## src/rtl/program_sequencer.sv

```systemverilog
// Instruction feeder for the 16-bit bus processor: loadable program store, one-word issue with run strobe.
// Optional watchdog on the processor handshake is enabled by defining PROGRAM_SEQUENCER_WATCHDOG_EN.
module program_sequencer #(
    parameter int          DEPTH   = 16,
    parameter int          AW      = 4,
    parameter logic [3:0]  MVI_OP  = 4'h1,
    parameter logic [3:0]  HALT_OP = 4'hF,
    parameter int          TIMEOUT = 64
) (
    input  logic          clk,
    input  logic          reset,
    input  logic          load_we,
    input  logic [AW-1:0] load_addr,
    input  logic [15:0]   load_data,
    input  logic          start,
    input  logic          proc_done,
    output logic [15:0]   din,
    output logic          run,
    output logic [AW-1:0] pc,
    output logic          busy,
    output logic          halted,
    output logic          err
);

    typedef enum logic [2:0] {
        S_IDLE,
        S_ISSUE,
        S_IMM,
        S_WAIT,
        S_HALTED
    } state_t;

    localparam logic [AW-1:0] PC_ONE = AW'(1);

    state_t        state, state_next;
    logic [AW-1:0] pc_r, pc_next;
    logic [15:0]   mem [DEPTH];
    logic [15:0]   cur_word, prev_word;
    logic [3:0]    cur_op;

    assign cur_word  = mem[pc_r];
    assign prev_word = mem[pc_r - PC_ONE];
    assign cur_op    = cur_word[15:12];
    assign pc        = pc_r;
    assign busy      = (state == S_ISSUE) || (state == S_IMM) || (state == S_WAIT);
    assign halted    = (state == S_HALTED);

    // NOTE: the program store has no reset so a reset never wipes a loaded program.
    always_ff @(posedge clk) begin
        if (load_we && !busy) begin
            mem[load_addr] <= load_data;
        end
    end

`ifdef PROGRAM_SEQUENCER_WATCHDOG_EN
    localparam int CW = $clog2(TIMEOUT + 1);

    logic [CW-1:0] wd_cnt;
    logic          err_r;
    logic          accept_start;
    logic          wd_expired;

    assign accept_start = start && ((state == S_IDLE) || (state == S_HALTED));
    assign wd_expired   = (state == S_WAIT) && !proc_done && (wd_cnt == CW'(TIMEOUT - 1));
    assign err          = err_r;

    // Counter sits at zero outside WAIT, so every entry into WAIT starts a fresh count.
    always_ff @(posedge clk) begin
        if (reset) begin
            wd_cnt <= '0;
            err_r  <= 1'b0;
        end else begin
            if (state != S_WAIT) begin
                wd_cnt <= '0;
            end else if (!proc_done) begin
                wd_cnt <= wd_cnt + CW'(1);
            end
            if (accept_start) begin
                err_r <= 1'b0;
            end else if (wd_expired) begin
                err_r <= 1'b1;
            end
        end
    end
`else
    assign err = 1'b0;
`endif

    // NOTE: sequential state uses non-blocking assignments so every register samples pre-edge values.
    always_ff @(posedge clk) begin
        if (reset) begin
            state <= S_IDLE;
            pc_r  <= '0;
        end else begin
            state <= state_next;
            pc_r  <= pc_next;
        end
    end

    // NOTE: every combinational output gets a default first so no path can infer a latch.
    always_comb begin
        state_next = state;
        pc_next    = pc_r;
        unique case (state)
            S_IDLE, S_HALTED: begin
                if (start) begin
                    pc_next    = '0;
                    state_next = S_ISSUE;
                end
            end
            S_ISSUE: begin
                if (cur_op == HALT_OP) begin
                    state_next = S_HALTED;
                end else begin
                    pc_next    = pc_r + PC_ONE;
                    state_next = (cur_op == MVI_OP) ? S_IMM : S_WAIT;
                end
            end
            S_IMM: begin
                pc_next    = pc_r + PC_ONE;
                state_next = S_WAIT;
            end
            S_WAIT: begin
                if (proc_done) begin
                    state_next = S_ISSUE;
                end
`ifdef PROGRAM_SEQUENCER_WATCHDOG_EN
                else if (wd_expired) begin
                    state_next = S_HALTED;
                end
`endif
            end
            default: state_next = S_IDLE;
        endcase
    end

    // In WAIT the store cannot change, so the previous address still holds the word last presented.
    always_comb begin
        din = 16'h0000;
        run = 1'b0;
        unique case (state)
            S_ISSUE: begin
                din = cur_word;
                run = (cur_op != HALT_OP);
            end
            S_IMM:   din = cur_word;
            S_WAIT:  din = prev_word;
            default: din = 16'h0000;
        endcase
    end

endmodule
```

## config.mk

```make
export PLATFORM = sky130hd
export DESIGN_NAME = program_sequencer
export DESIGN_NICKNAME = d
export VERILOG_FILES = /design/src/rtl/program_sequencer.sv
export SDC_FILE = /design/constraint.sdc
export NUM_CORES = 1
export LEC_CHECK = 0
export BUFFER_PORTS_ARGS = -buffer_cell sky130_fd_sc_hd__buf_2
export CAP_MARGIN = 30
export CORE_UTILIZATION = 35
export CTS_BUF_LIST = sky130_fd_sc_hd__clkbuf_4
export DETAILED_ROUTE_END_ITERATION = 7
export PLACE_DENSITY_LB_ADDON = 0.3
export SLEW_MARGIN = 0
export SYNTH_ARGS = -nofsm -noshare
export SYNTH_HDL_FRONTEND = slang
export SYNTH_SLANG_ARGS = --single-unit
```

## constraint.sdc

```tcl
create_clock -name clk -period 7.95 [get_ports clk]
set_input_delay 1.1925 -clock clk [delete_from_list [all_inputs] [get_ports clk]]
set_output_delay 1.1925 -clock clk [all_outputs]
set_load 0.005 [all_outputs]
```

== After elaboration in Yosys (flattened, before gate mapping) ==
Memories as Yosys holds them, arrays and structs flattened. A register that Yosys moved wholly into a read port is not among the register bits.
Cells that the tools add are included.

* Input port bits: 25
* Word-level logic and storage cells: 39
* Memories kept: 1
* Register bits after elaboration: 7
* Bits in writable memories: 256

{| class="wikitable"
|+ Memories
! name !! depth !! bits a word !! rd ports !! clocked after Yosys merged registers in !! write ports !! RTL line !! source
|-
| mem || 16 || 16 || 2 || 1 || 1 || 37 || <nowiki>logic [15:0] mem [DEPTH];</nowiki>
|}

* $add $sub $neg: 2
* Multiplexer cells: 14
* Reductions and logical operators: 10
* Equality and inequality tests: 10

{| class="wikitable"
|+ Operator list
! operator !! number
|-
| case mux 16 bit (2 select lines) || 1
|-
| 2-to-1 mux 4 bit || 4
|-
| case mux 3 bit (4 select lines) || 1
|-
| case mux 4 bit (3 select lines) || 1
|-
| 2-to-1 mux 3 bit || 3
|-
| equality test 3 x 2 -> 1 bit (second input constant) || 2
|-
| inequality test 2 bit (second input constant) || 3
|-
| adder 4 x 1 -> 4 bit (second input constant) || 1
|-
| equality test 4 x 1 -> 1 bit (second input constant) || 1
|-
| equality test 4 bit (second input constant) || 1
|-
| 2-to-1 mux 1 bit || 4
|-
| inequality test 4 bit (second input constant) || 1
|-
| OR reduction 2 bit || 2
|-
| subtractor 4 x 1 -> 4 bit (second input constant) || 1
|-
| equality test 3 x 1 -> 1 bit (second input constant) || 1
|-
| equality test 3 bit (second input constant) || 1
|-
| logical NOT 3 bit || 1
|-
| AND reduction 3 bit || 1
|-
| nonzero test 3 bit || 1
|-
| logical OR 1 bit || 2
|-
| AND reduction 2 bit || 1
|-
| logical AND 1 bit || 1
|-
| logical NOT 1 bit || 1
|}

== Longest topological paths before layout ==
* Depth in word-level cells: 7
* Depth in mapped cells: 12

== Least setup slack after synthesis ==
Ideal clock, no wire load.

* Kind: flip-flop to output port
* From: register pc_r[0] (netlist: pc[0])
* To: output port din[12]
* Slack: 3.786 ns
* Cell stages (with the launch flop): 12
* Required time: 6.758 ns
* Buffers on the path: 5
* Arrival: 2.971 ns
* Cells stage by stage: dfxtp_1 > clkbuf_1 > buf_2 > buf_2 > inv_1 > ha_1 > clkbuf_1 > clkbuf_1 > mux4_2 > mux2_2 > o21ai_0 > o22ai_1

* Longest elaborated chain between the ends: 3

{| class="wikitable"
|+ Ends and longest elaborated chain
! item !! RTL line !! source
|-
| from (decl) || 36 || <nowiki>logic [AW-1:0] pc_r, pc_next;</nowiki>
|-
| from (signal assigned) || 96 || <nowiki>pc_r <= pc_next;</nowiki>
|-
| subtractor 4 x 1 -> 4 bit || 42 || <nowiki>assign prev_word = mem[pc_r - PC_ONE];</nowiki>
|-
| memory read (16 x 16 bit) || n/a ||
|-
| case mux 16 bit (2 select lines) || 141 || <nowiki>unique case (state)</nowiki>
|-
| to (decl) || 17 || <nowiki>output logic [15:0] din,</nowiki>
|}

Every way passes these cells.

==> reports/metrics.sh <==
TNS_NS=0
YS_SEQ_ELEMENTS=267
TIMING.MAX_CAP.VIOLATIONS=0
COMBINED_GLOBAL_ROUTE_UTILIZATION_OF_ALL_METAL_LAYERS_PCT=18.04
YS_ASYNC_SR_FRACTION_PCT=0
GATE_FAMILY_RESPONSIBLE_FOR_THE_MOST_DELAY_ALONG_THE_WORST_PATH='simple AND/OR/NAND/NOR gates'
FINAL_COMMON_CELL='sky130_fd_sc_hd__edfxtp_1'
CTS_TREE='yes'
PLACEMENT.SETUP.WORST_SLACK_NS=3.127
SYNTH.TOP_CELL.AREA_SHARE_PCT=61.12
POST_SYNTH_EDFFS=256
TIMING.CRITICAL_PATH.SLOWEST_STAGE_CELL='sky130_fd_sc_hd__buf_4'
FINAL_HOLD_VIOL_COUNT=0
SYNTH_WARNINGS=0
PLACE.GP.CONGESTION=0.7352
CRIT_TYPE='flop to output pin'
POST_CTS_RESIZE_COUNT=0
WORST_SETUP_END_KIND='output pin'
CTS.PATH.MAX_BUFFERS=3
DESIGN.FINAL.NETS=777
CTS.REPORTEDPATHS.CLKPINSLEW_NS=0.06
DRT-VIAS-PER-INSTANCE=5.655
FLOORPLAN.CORE_AREA_SQ_UM=35480
AREA_GROWTH_SYN_TO_LAYOUT_PCT=13.98
POWER.DENSITY_CELL_AREA_nW_PER_UM2=312.7
WORST_EP_REQUIRED_TIME_NS=6.76
RATIO_OF_CELLS_WITH_DRIVE_ABOVE_1_IN_THE_FINAL_LAYOUT_PCT=43.81
WORSTPATHCELLLIST='buf_4 > mux4_2 > nand3_1 > and4_1 > or4b_1 > nor2b_1 > buf_2'
FINALCRITPERIODSHARE_PCT=63.54
POST-CTS-SETUP-BUFFER-COUNT=0
FINAL_MAX_SLEW_VIOL_COUNT=0
ROUTEDWLPERCELL_MICRONS=25.49
SYNTHDOMINANTAREACELLTYPE='sky130_fd_sc_hd__edfxtp_1'
MAX_CLOCK_FREQ_GHz=0.1980
FINAL.SETUP.WORST_SLACK_NS=2.899
STATUS='finished, final reports clean'
MOSTFREQUENTLAYOUTCELLS='sky130_fd_sc_hd__edfxtp_1 (256), sky130_fd_sc_hd__mux4_2 (130), sky130_fd_sc_hd__clkbuf_4 (91)'
CTS_MADE_BUFFERS=69
GRT_START_MAX_NET_PINS=47
TIMING.REG2REG.SETUP_SLACK_NS=4.37
GRT.OVERFLOW.TOTAL=0
INSERTION_DELAY_NS=0.68
FIN_SKEW_NS=0.03636
BOUNDARYPINS=49
SYN_AVG_CELL_AREA_SQ_UM=19.29
START_UTIL_PCT=35.45
FINAL-SETUP-VIOL-COUNT=0
H-TREE-DEPTH=3
COUNT_OF_ANTENNA_VIOLATING_NETS_LEFT_AFTER_DETAILED_ROUTING=0
WORST_EP_ARRIVAL_TIME_NS=3.86
SYNTH_FLOP_CELL='sky130_fd_sc_hd__edfxtp_1'
STDCELL_AREA_SQ_UM=14340
SYNTHESIS.AREA_SQ_UM=12580
DRT-INITIAL-DRC-COUNT=444
DETAIL_ROUTE.WIRELENGTH_MICRONS=31970
YS_TYPES=54
GRT_ANTENNA_BEFORE_REPAIR=1
NUM_ROWS=69
DETAILED_PLACE.AREA_SQ_UM=13460
GRT_PASS1_VIAS=7692
DIE_FOOTPRINT_SQ_UM=36700
UTILIZATION_OF_THE_CORE_AFTER_ROUTING_PCT=40.40
UNREPAIRED_SETUP_ENDPOINTS_AFTER_GLOBAL_ROUTING='false'
CP-START-KIND='flop'
IR_WORST_VDD_uV=272.5
FIRST_PASS_GRT_WIRE_LENGTH_MICRONS=47840
SYNTHCELLS=652
FP.DIEH_MICRONS=191.6
DETAILEDROUTE.FIRSTPASSITERATIONCOUNT=4
DIEWIDTH_MICRONS=191.6
DETAILEDPLACEMENTHPWL_MICRONS=18110
CLOCK_TREE.ROOT_CELL='sky130_fd_sc_hd__clkbuf_4'
CTS_HOLD_BUF=0
SLEW_HEADROOM_PCT=45.26
PLACE.PORT_BUFFERS=47
DETAILROUTE.VIA_COUNT=7091
YS_SEQ_AREA_SHARE_PCT=62.87
MIN-DELAY-PATH-CLASS='flop to flop'
FINAL_PERIOD_MINUS_WORST_SETUP_SLACK_NS=5.051
WORSTPATHMAXFANOUT=43
SYNTH.NET_COUNT=679
CP_SLOWEST_STAGE_DELAY_NS=0.74
TOTAL_LEAKAGE_POWER_uW=0.004496
POST_SYNTH_MAIN_AREA_CONTRIBUTORS='sky130_fd_sc_hd__edfxtp_1 (61%), sky130_fd_sc_hd__mux4_2 (23%), sky130_fd_sc_hd__mux4_1 (1.9%), sky130_fd_sc_hd__dfxtp_1 (1.8%), sky130_fd_sc_hd__mux2_2 (1.4%)'
CTS.SINKS=267
CRITICAL_PATH.N_BUFFERS_INVERTERS=2
REMAINING_DRC_ERRORS=0
WORST-SLEW-PIN-TRANSITION_NS=0.8211
[per-stage QoR]
stage | hold slack [ns] | cells | total power, uW
after floorplan | 0.5282 | 652 | 2860
after global placement | 0.5795 | 1135 | 3322
after detailed placement | 0.5871 | 1138 | 3366
after CTS | 0.5956 | 1251 | 4516
after global routing | 0.6185 | 1254 | 4719
final | 0.5998 | 1254 | 4484
[cells by family (layout without fill, tap and decap cells)]
logic type      Yosys count  in the layout  share of synthesized area, %
xor+xnor                  3              3                        0.2089
mux                     172            172                         28.06
fa+ha+maj                 2              2                        0.1989
buf+inv                  51            191                         2.139
flops                   267            267                         62.87
compound gates           54             54                         2.547
simple gates            102            102                         3.949
other cells               1              2                       0.02981
[state kept, by name, indices dropped and copies added (netlist names), named ones only]
signal / flops
mem: 256
pc: 4
state: 3
[Yosys cell counts (all sizes together), types with 2 or more instances]
cell type,instances
mux4,140
ha,2
and2b,2
mux2,16
nand2,42
nand2b,5
or2,2
nand3,8
or3b,2
a22oi,2
xnor2,2
a21oi,4
and3,2
nand4,2
clkbuf,20
mux2i,16
or3,2
o31a,2
nor3,6
nor2,18
o21ai,33
nor2b,3
edfxtp,256
a221oi,2
and4,3
dfxtp,11
o311ai,2
buf,24
o22ai,3
o31ai,2
inv,5
[per-layer routing]
layer  global-route usage, %  routed length [microns]  vias up
met3                   3.234                     1574       56
met2                   31.19                    16760      219
met1                   22.47                    12940     3799
li1                        -                        -     3017
met5                       0                        0        -
met4                   6.960                      693        0
[power by group]
| part | internal (uW) | total, uW | leakage [uW] | switching (uW) |
|---|---|---|---|---|
| Clock | 595 | 1140 | 0.000491 | 544 |
| Sequential | 1590 | 1660 | 0.00240 | 69.0 |
| Combinational | 833 | 1690 | 0.00161 | 856 |
[worst paths after layout]
path                            from            endpoint  depth (start not counted)
setup / recovery                flop                 run                          7
hold / removal    pc[3]$_SDFFE_PP0P_  pc[3]$_SDFFE_PP0P_                          2
setup reg to reg                flop                flop                          7
hold reg to reg   pc[3]$_SDFFE_PP0P_  pc[3]$_SDFFE_PP0P_                          2
[worst register-to-register path: stages, from the launching register on]
cell and delay [ns]:
sky130_fd_sc_hd__dfxtp_4 0.65, sky130_fd_sc_hd__buf_4 0.76, sky130_fd_sc_hd__mux4_2 0.37, sky130_fd_sc_hd__nand3_1 0.11
sky130_fd_sc_hd__and4_1 0.23, sky130_fd_sc_hd__or4b_1 0.71, sky130_fd_sc_hd__a2bb2oi_1 0.25, sky130_fd_sc_hd__o311ai_0 0.38
[final cells by class]
type	instances	area, sq um
clock inverter	22	138.9
tap	461	576.8
multi-input combinational	334	4492
antenna	1	2.502
timing repair buffer	73	508.0
clock buffer	91	683.2
inverter	5	18.77
fill	3116	21150
sequential	267	7916
Note: power is estimated with default switching activity, not from simulation.
